**src/rtl/grant_hold_controller_pkg.sv**
```systemverilog
// Shared definitions for the grant hold controller and the upstream arbiter.
//   ghc_state_e    : controller state encoding (IDLE, BUSY, RELEASE)
//   GHC_MAX_W      : widest vector the one-hot helper accepts
//   ghc_is_onehot  : true when exactly one bit of the vector is set
package grant_hold_controller_pkg;

  typedef enum logic [1:0] {
    ST_IDLE    = 2'd0,
    ST_BUSY    = 2'd1,
    ST_RELEASE = 2'd2
  } ghc_state_e;

  localparam int GHC_MAX_W = 64;

  // Clearing the lowest set bit leaves zero only for a single-bit vector.
  function automatic logic ghc_is_onehot(input logic [GHC_MAX_W-1:0] v);
    return (v != '0) && ((v & (v - GHC_MAX_W'(1))) == '0);
  endfunction

endpackage

```
**src/rtl/grant_hold_controller_onehot.sv**
```systemverilog
// One-hot checker wrapper around the package helper.
//   vec       : WIDTH-bit vector under test
//   is_onehot : high when exactly one bit of vec is set
module Onehot_Check
  import grant_hold_controller_pkg::*;
#(
  parameter int WIDTH = 8
) (
  input  logic [WIDTH-1:0] vec,
  output logic             is_onehot
);

  assign is_onehot = ghc_is_onehot(GHC_MAX_W'(vec));

endmodule

```
**src/rtl/grant_hold_controller.sv**
```systemverilog
// Holds an arbiter grant for the duration of a burst.
// A one-hot grant seen in IDLE is latched as the owner; the owner keeps the
// resource until its burst_len+1 beats complete or it drops its request.
// A one-cycle RELEASE state follows every ownership period so the arbiter's
// rotation mask can advance before the next grant is considered.
//   clk, rst_n   : clock, asynchronous active-low reset
//   grant        : one-hot grant from the arbiter (zero = none)
//   request      : raw request vector
//   burst_len    : beats minus one, sampled at lock
//   beat_valid   : one beat accepted downstream this cycle
//   locked_grant : held owner, zero when free
//   busy         : owner present
//   done         : completion/abort pulse
//   abort        : owner dropped request early (with done)
//   grant_err    : multi-hot grant seen in IDLE
module grant_hold_controller
  import grant_hold_controller_pkg::*;
#(
  parameter int WIDTH   = 8,
  parameter int BURST_W = 4
) (
  input  logic               clk,
  input  logic               rst_n,
  input  logic [WIDTH-1:0]   grant,
  input  logic [WIDTH-1:0]   request,
  input  logic [BURST_W-1:0] burst_len,
  input  logic               beat_valid,
  output logic [WIDTH-1:0]   locked_grant,
  output logic               busy,
  output logic               done,
  output logic               abort,
  output logic               grant_err
);

  ghc_state_e         state_q, state_d;
  logic [BURST_W-1:0] cnt_q, cnt_d;
  logic [WIDTH-1:0]   locked_q, locked_d;
  logic               busy_q, busy_d;
  logic               done_q, done_d;
  logic               abort_q, abort_d;
  logic               err_q, err_d;

  logic grant_onehot;
  logic last_beat;
  logic owner_gone;

  Onehot_Check #(.WIDTH(WIDTH)) u_onehot (
    .vec       (grant),
    .is_onehot (grant_onehot)
  );

  assign last_beat  = beat_valid && (cnt_q == '0);
  assign owner_gone = (request & locked_q) == '0;

  always_comb begin
    state_d  = state_q;
    cnt_d    = cnt_q;
    locked_d = locked_q;
    busy_d   = busy_q;
    done_d   = 1'b0;
    abort_d  = 1'b0;
    err_d    = 1'b0;
    unique case (state_q)
      ST_IDLE: begin
        if (grant_onehot) begin
          state_d  = ST_BUSY;
          locked_d = grant;
          busy_d   = 1'b1;
          cnt_d    = burst_len;
        end else if (grant != '0) begin
          err_d = 1'b1;
        end
      end
      ST_BUSY: begin
        // Final beat wins over a simultaneous request drop: the burst
        // already finished, so it is reported as a clean completion.
        if (last_beat || owner_gone) begin
          state_d  = ST_RELEASE;
          locked_d = '0;
          busy_d   = 1'b0;
          done_d   = 1'b1;
          abort_d  = !last_beat;
        end else if (beat_valid) begin
          cnt_d = cnt_q - BURST_W'(1);
        end
      end
      ST_RELEASE: begin
        // Any grant here is ignored; the arbiter mask is still advancing.
        state_d = ST_IDLE;
      end
      default: begin
        state_d  = ST_IDLE;
        locked_d = '0;
        busy_d   = 1'b0;
      end
    endcase
  end

  always_ff @(posedge clk or negedge rst_n) begin
    if (!rst_n) begin
      state_q  <= ST_IDLE;
      cnt_q    <= '0;
      locked_q <= '0;
      busy_q   <= 1'b0;
      done_q   <= 1'b0;
      abort_q  <= 1'b0;
      err_q    <= 1'b0;
    end else begin
      state_q  <= state_d;
      cnt_q    <= cnt_d;
      locked_q <= locked_d;
      busy_q   <= busy_d;
      done_q   <= done_d;
      abort_q  <= abort_d;
      err_q    <= err_d;
    end
  end

  assign locked_grant = locked_q;
  assign busy         = busy_q;
  assign done         = done_q;
  assign abort        = abort_q;
  assign grant_err    = err_q;

endmodule
```
**config.mk**
```make
export PLATFORM = sky130hd
export DESIGN_NAME = grant_hold_controller
export DESIGN_NICKNAME = d
export VERILOG_FILES = /design/src/rtl/grant_hold_controller_pkg.sv /design/src/rtl/grant_hold_controller_onehot.sv /design/src/rtl/grant_hold_controller.sv
export SDC_FILE = /design/constraint.sdc
export NUM_CORES = 1
export LEC_CHECK = 0
export ABC_CLOCK_PERIOD_IN_PS = 2100
export BUFFER_PORTS_ARGS = -buffer_cell sky130_fd_sc_hd__buf_2
export CAP_MARGIN = 25
export CORE_AREA = 2 2 50 52
export CTS_BUF_LIST = sky130_fd_sc_hd__clkbuf_4
export DETAILED_ROUTE_END_ITERATION = 16
export DIE_AREA = 0 0 52 54
export PLACE_DENSITY = 0.77
export SKIP_LAST_GASP = 1
export SYNTH_ARGS = -nofsm -noshare
export SYNTH_HDL_FRONTEND = slang
export SYNTH_HIERARCHICAL = 1
export SYNTH_SLANG_ARGS = --single-unit
```
**constraint.sdc**
```tcl
create_clock -name clk -period 2.1 [get_ports clk]
set_input_delay 0.105 -clock clk [delete_from_list [all_inputs] [get_ports clk]]
set_output_delay 0.105 -clock clk [all_outputs]
set_load 0.05 [all_outputs]
```
==> qor.yml, run 1 <==
sta:
  relSlewSlack: 0.662
  setup_tns_ns: 0
  finalSetupViolCount: 0
  finalHoldViolCount: 0
  rsz0062_at_grt: "no"
  clock_skew_ns: 0.00161
  period_share: 0.786
  report.final.slew_viol_count: 0
  finalWorstSetupSlack_ns: 0.450
  fin_crit_ns: 1.65
  tightest_slew_ns: 0.494
  max_freq_mhz: 606
  hold_ws_ns: 0.0718
setup_path:
  startpoint: "cnt_q[0]$_DFFE_PN0P_"
  reg2reg_slack_ns: 0.45
  worst_setup_path_start_kind: "register"
  cp_num_buf_inv: 1
  max_stage_delay_ns: 0.40
  rr_startpoint: "cnt_q[0]$_DFFE_PN0P_"
  cpLargestDelayFamily: "compound AO/OA/AOI/OAI gates"
  crit_chain: "inv_1, ha_1, and4bb_4, a41oi_4, a211oi_1, a311oi_1"
  path_max_fanout: 8
  crit_arrival_ns: 1.85
  crit_type: "register to register"
  r2r_end: "cnt_q[1]$_DFFE_PN0P_"
  r2r_cells: 6
  critPathSlowestCell: "dfrtp_1"
  endpoint_kind: "register"
  cp_data_required_time_ns: 2.30
route:
  vias_per_cell: 5.95
  ant_nets: 0
  vias: 1012
  route.detailed.wl_per_inst_um: 15.3
  drtIter0Drc: 37
  drc: 0
  drt-total-wl_mm: 2.60
  drtPass1Iterations: 4
cells_and_area:
  finalInstanceArea_um2: 1360
  layout_common_cells: "buf_2, dfrtp_1, nor2_1"
  drive_above_1_share: 0.343
  finalNonFillerCells: 170
  diodes: 0
  fin_nets: 166
  final_common_cell: "buf_2"
  area_growth_pct: 21.5
power:
  power_per_cell_area_nw_per_um2: 1160
  p_leak_nw: 0.718
  vdd_ir_drop_max_v: 0.000624
placed_design:
  place.gp.congestion: 0.868
  dpl_worst_slack_ns: 0.369
  dpl.cell_count: 165
  portBuffers: 34
  dp_hpwl_mm: 1.98
  place_area_um2: 1320
synthesis:
  synth_seq_cells: 18
  syn_nets: 127
  yosysWarnings: 6
  yosysUniqueCellTypes: 41
  synthCells: 102
  syn-cell-area_um2: 1110
  ys_seq_area_frac: 0.404
  avgSynthCellArea_um2: 10.9
clock_tree:
  numCtsBuffers: 3
  cts_sinks: 18
  worst_skew_pair.late_latency_ns: 0.29
  clk_pin_slew_worst_paths_ns: 0.10
  clockRootBuffer: "clkbuf_4"
  htree_num_levels: 1
  cts.path.max_buffers: 2
  cts_tree: "done"
global_route:
  track_usage: 0.203
  antenna_found_initial: 0
  grt_pass1_vias: 947
  overflow: 0
  grt_first_pass_wirelength_mm: 4.11
  grt_max_degree: 19
floorplan:
  rows: 18
  ioPinCount: 35
  die_y_um: 54
  start_util: 0.481
  core_um2: 2320
  die_area_um2: 2810
  die_w_um: 52
worst_hold_path:
  min_path_type: "input pin to register"
  hold_depth: 3
  holdCritStartpoint: "burst_len[3]"
  min_to: "cnt_q[3]$_DFFE_PN0P_"
outcome:
  outcome: "complete, no violations"
flow_run:
  maxCapViolCount: 0
==> registers in the layout (all words and copies together), names as in the netlist <==
signal	flops
busy	1
done	1
abort	1
cnt_q	4
grant_err	1
state_q	2
locked_grant	8
==> worst reg2reg max path: cells and delay by family (launching register included) <==
family	cells	cell delay (ns)
AOI/OAI and AO/OA	3	0.64
adders and majority gates	1	0.20
buffers and inverters	1	0.09
DFF	1	0.40
and+or+nand+nor	1	0.22
==> power by group <==
group / switching, mW / internal (mW)
clock: 0.104 / 0.0692
sequential: 0.144 / 0.453
combinational: 0.540 / 0.268
total: 0.788 / 0.790
==> routing by layer <==
| layer | vias up | global-route usage | part of all wire |
|---|---|---|---|
| met4 | 0 | 0.123 | 0.024 |
| met5 | - | 0 | 0 |
| met2 | 48 | 0.338 | 0.47 |
| met3 | 12 | 0.0361 | 0.076 |
| li1 | 475 | - | - |
| met1 | 477 | 0.247 | 0.43 |
==> Yosys cell counts <==
| cell | instances | share of area |
|---|---|---|
| a41o_2 | 1 | 0.010 |
| a31oi_1 | 1 | 0.0056 |
| inv_1 | 4 | 0.013 |
| and3_1 | 1 | 0.0056 |
| o2bb2ai_1 | 8 | 0.063 |
| a21o_1 | 1 | 0.0067 |
| a311oi_1 | 2 | 0.016 |
| a22oi_1 | 1 | 0.0067 |
| ha_1 | 2 | 0.022 |
| clkbuf_1 | 1 | 0.0034 |
| nor4_2 | 1 | 0.011 |
| a2111oi_0 | 1 | 0.0079 |
| a41oi_4 | 1 | 0.025 |
| nand4_1 | 1 | 0.0056 |
| a22oi_4 | 4 | 0.076 |
| nand3_1 | 1 | 0.0045 |
| a21oi_1 | 1 | 0.0045 |
| o21ai_1 | 1 | 0.0045 |
| o221ai_1 | 1 | 0.0079 |
| a21boi_1 | 1 | 0.0067 |
| and4bb_4 | 1 | 0.015 |
| a2bb2oi_1 | 1 | 0.0079 |
| buf_4 | 1 | 0.0067 |
| nor2b_1 | 1 | 0.0056 |
| nand4b_1 | 1 | 0.0079 |
| nor2_4 | 1 | 0.010 |
| o22ai_1 | 1 | 0.0056 |
| or2_2 | 1 | 0.0056 |
| xor2_1 | 1 | 0.0079 |
| dfrtp_1 | 18 | 0.40 |
| o21a_1 | 1 | 0.0067 |
| nor4_1 | 2 | 0.011 |
| nand2_1 | 3 | 0.010 |
| mux2i_1 | 8 | 0.072 |
| nor3_1 | 6 | 0.027 |
| nand2b_1 | 3 | 0.017 |
| o21ai_0 | 3 | 0.013 |
| a222oi_1 | 1 | 0.0090 |
| nor2_1 | 10 | 0.034 |
| a211oi_1 | 1 | 0.0067 |
| and2_1 | 2 | 0.011 |
==> per-stage QoR <==
step | power (mW) | utilization
2_1_floorplan | 1.19 | -
3_3_place_gp | 1.40 | 0.569
3_5_place_dp | 1.41 | 0.569
4_1_cts | 1.59 | 0.584
5_1_grt | 1.68 | 0.584
6_report | 1.58 | 0.584
==> cell families (layout without fill, tap and decap cells) <==
kind of cell | count (synthesis) | count (layout) | share of synthesized area
fa+ha+maj | 2 | 2 | 0.0224
flops | 18 | 18 | 0.404
compound gates | 32 | 32 | 0.290
xor+xnor | 1 | 1 | 0.00786
mux | 8 | 8 | 0.0718
simple gates | 35 | 35 | 0.181
buf+inv | 6 | 44 | 0.0236
==> worst max path at each step <==
stage                                 to  slack, ns  cells past startpoint
floorplan           cnt_q[3]$_DFFE_PN0P_       0.53                     10
CTS                 cnt_q[1]$_DFFE_PN0P_       0.44                      6
global placement    cnt_q[3]$_DFFE_PN0P_       0.44                     10
global route        cnt_q[2]$_DFFE_PN0P_       0.32                      6
finish              cnt_q[1]$_DFFE_PN0P_       0.45                      6
detailed placement  cnt_q[1]$_DFFE_PN0P_       0.37                     10
==> final cells by class <==
cell class	count	area (µm²)
clock inverters	1	3.75
clock buffers	3	22.5
well taps	30	37.5
fillers	216	965
multi-input cells	78	638
inverters	4	15.0
flip-flops and latches	18	450
repair buffers	36	188
==> repair_timing <==
| item | in CTS | in global routing |
|---|---|---|
| endpoints found under the hold margin | 18 | 0 |
| resized for setup | 0 | 0 |
| setup endpoints to repair | 0 | 0 |
| hold buffers | 1 | 0 |
| setup buffers | 0 | 0 |
Power figures use the tool's default switching activity.
==> inputs of run 2 (changes only) <==
Settings changed: ABC_CLOCK_PERIOD_IN_PS 2100 to 1700.
Clock period 2.1 ns to 1.7 ns, I/O delays scaled along.
==> qor.yml, run 2 (synthesis results as in run 1) <==
setup_path:
  path_max_fanout: 4  # -4
  endpoint_kind: "register"
  crit_chain: "inv_1, ha_1, and4bb_4, a41oi_4, buf_4, buf_4, a21boi_1, o22ai_1"
  max_stage_delay_ns: 0.41  # about the same
  critPathSlowestCell: "dfrtp_1"
  crit_arrival_ns: 1.80  # -0.05 ns
  crit_type: "register to register"
  crit_top_cell: "buf_4"
  worst_setup_path_start_kind: "register"
  cp_data_required_time_ns: 1.85  # -0.45 ns
clock_tree:
  worst_skew_pair.late_latency_ns: 0.28  # about the same
  cts_tree: "done"
  htree_num_levels: 1  # unchanged
  clk_pin_slew_worst_paths_ns: 0.10  # about the same
  clockRootBuffer: "clkbuf_4"
  numCtsBuffers: 3  # unchanged
  cts.path.max_buffers: 2  # unchanged
  cts_sinks: 18  # unchanged
outcome:
  outcome: "complete, no violations"
route:
  ant_nets: 0  # unchanged
  vias: 994  # -1.8%
  drtPass1Iterations: 4  # unchanged
  drc: 0  # unchanged
  route.detailed.wl_per_inst_um: 15.6  # +1.8%
  drt-total-wl_mm: 2.73  # +4.8%
  drtIter0Drc: 20  # -46%
  vias_per_cell: 5.68  # -4.6%
cells_and_area:
  drive_above_1_share: 0.379  # +0.0365
  layout_common_cells: "buf_2, dfrtp_1, nor2_1"
  final_common_cell: "buf_2"
  diodes: 0  # unchanged
  post-route-util: 0.605  # +0.0205
  largest_reg_flops: 8  # unchanged
  fin_nets: 172  # +3.6%
  area_growth_pct: 25.8
  n_fill_cell: 217  # +0.46%
sta:
  setup_tns_ns: 0  # unchanged
  clock_skew_ns: 0.00552  # +0.00390 ns
  finalHoldViolCount: 0  # unchanged
  finalSetupViolCount: 0  # unchanged
  rsz0062_at_grt: "yes"
  fin_crit_ns: 1.65  # -0.00484 ns
  report.final.slew_viol_count: 0  # unchanged
  max_freq_mhz: 608  # +0.29%
  relSlewSlack: 0.648  # -0.0139
  tightest_slew_ns: 0.514  # +0.0203 ns
  finalWorstSetupSlack_ns: 0.0548  # -0.395 ns
  period_share: 0.968  # +0.182
placed_design:
  dp_hpwl_mm: 2.05  # +3.8%
  dpl_worst_slack_ns: -0.00995  # -0.379 ns
  portBuffers: 34  # unchanged
  place.gp.congestion: 0.880  # +1.4%
floorplan:
  rows: 18  # unchanged
  start_util: 0.481  # unchanged
  die_w_um: 52  # unchanged
  ioPinCount: 35  # unchanged
  die_y_um: 54  # unchanged
  die_area_um2: 2810  # unchanged
  core_um2: 2320  # unchanged
power:
  p_leak_nw: 0.745  # +3.8%
  power_per_cell_area_nw_per_um2: 1490  # +28%
  vdd_ir_drop_max_v: 0.000779  # +25%
flow_run:
  maxCapViolCount: 0  # unchanged
global_route:
  grt_pass1_vias: 975  # +3.0%
  grt_max_degree: 19  # unchanged
  track_usage: 0.218  # +0.0141
  antenna_found_initial: 0  # unchanged
  overflow: 0  # unchanged
  grt_first_pass_wirelength_mm: 4.49  # +9.4%
worst_hold_path:
  min_path_type: "input pin to register"
## run 2: metrics by stage
step	std cells	power, mW	cell area (µm²)	hold WS, ns
2_1_floorplan	102	1.48	1110	-0.211
3_3_place_gp	165	1.72	1320	0.0298
3_5_place_dp	165	1.75	1320	0.0450
4_1_cts	169	1.96	1350	0.0473
5_1_grt	175	2.23	1400	0.0674
6_report	175	2.09	1400	0.0520
## run 2: path summary, 6_finish.rpt
check | startpoint | to | slack [ns] | cells after the start
worst max-delay path | cnt_q[0]$_DFFE_PN0P_ | busy$_DFFE_PN0P_ | 0.05 | 8
worst min-delay path | burst_len[3] | cnt_q[3]$_DFFE_PN0P_ | 0.05 | 3
worst max register to register | cnt_q[0]$_DFFE_PN0P_ | busy$_DFFE_PN0P_ | 0.05 | 8
worst min register to register | busy$_DFFE_PN0P_ | busy$_DFFE_PN0P_ | 0.56 | 2
max in group asynchronous | rst_n | busy$_DFFE_PN0P_ | 1.17 | 2
min in group asynchronous | rst_n | cnt_q[2]$_DFFE_PN0P_ | 0.25 | 2
## run 2: per-layer routing
metal	track usage	vias to the layer above	share of wire
met4	0.101	0	0.0048
met2	0.371	32	0.50
li1	-	482	-
met1	0.272	478	0.44
met3	0.0306	2	0.053
met5	0	-	0
## run 2: where the power goes
part	switching, mW	total (mW)	internal, mW
sequential	0.183	0.743	0.560
combinational	0.703	1.15	0.444
clock	0.120	0.202	0.0821
total	1.01	2.09	1.09
## run 2: what timing repair did
action	in CTS	in global routing
hold buffers	1	0
buffers inserted	0	6
endpoints found under the setup margin	0	12
endpoints found under the hold margin	18	0
resized for setup	0	1
## run 2: critical path: cells and delay by family, from the launching register on
family / cells / cell delay, ns
and+or+nand+nor: 1 / 0.27
buffers and inverters: 3 / 0.42
AOI/OAI and AO/OA: 3 / 0.27
adders and majority gates: 1 / 0.16
DFF: 1 / 0.41
## run 2: layout make-up
class	count	area, µm²	share of cell area
multi-input combinational	78	644	0.459
sequential	18	450	0.321
timing repair buffer	42	233	0.166
tap	30	37.5	0.0268
clock buffer	3	22.5	0.0161
inverter	4	15.0	0.0107
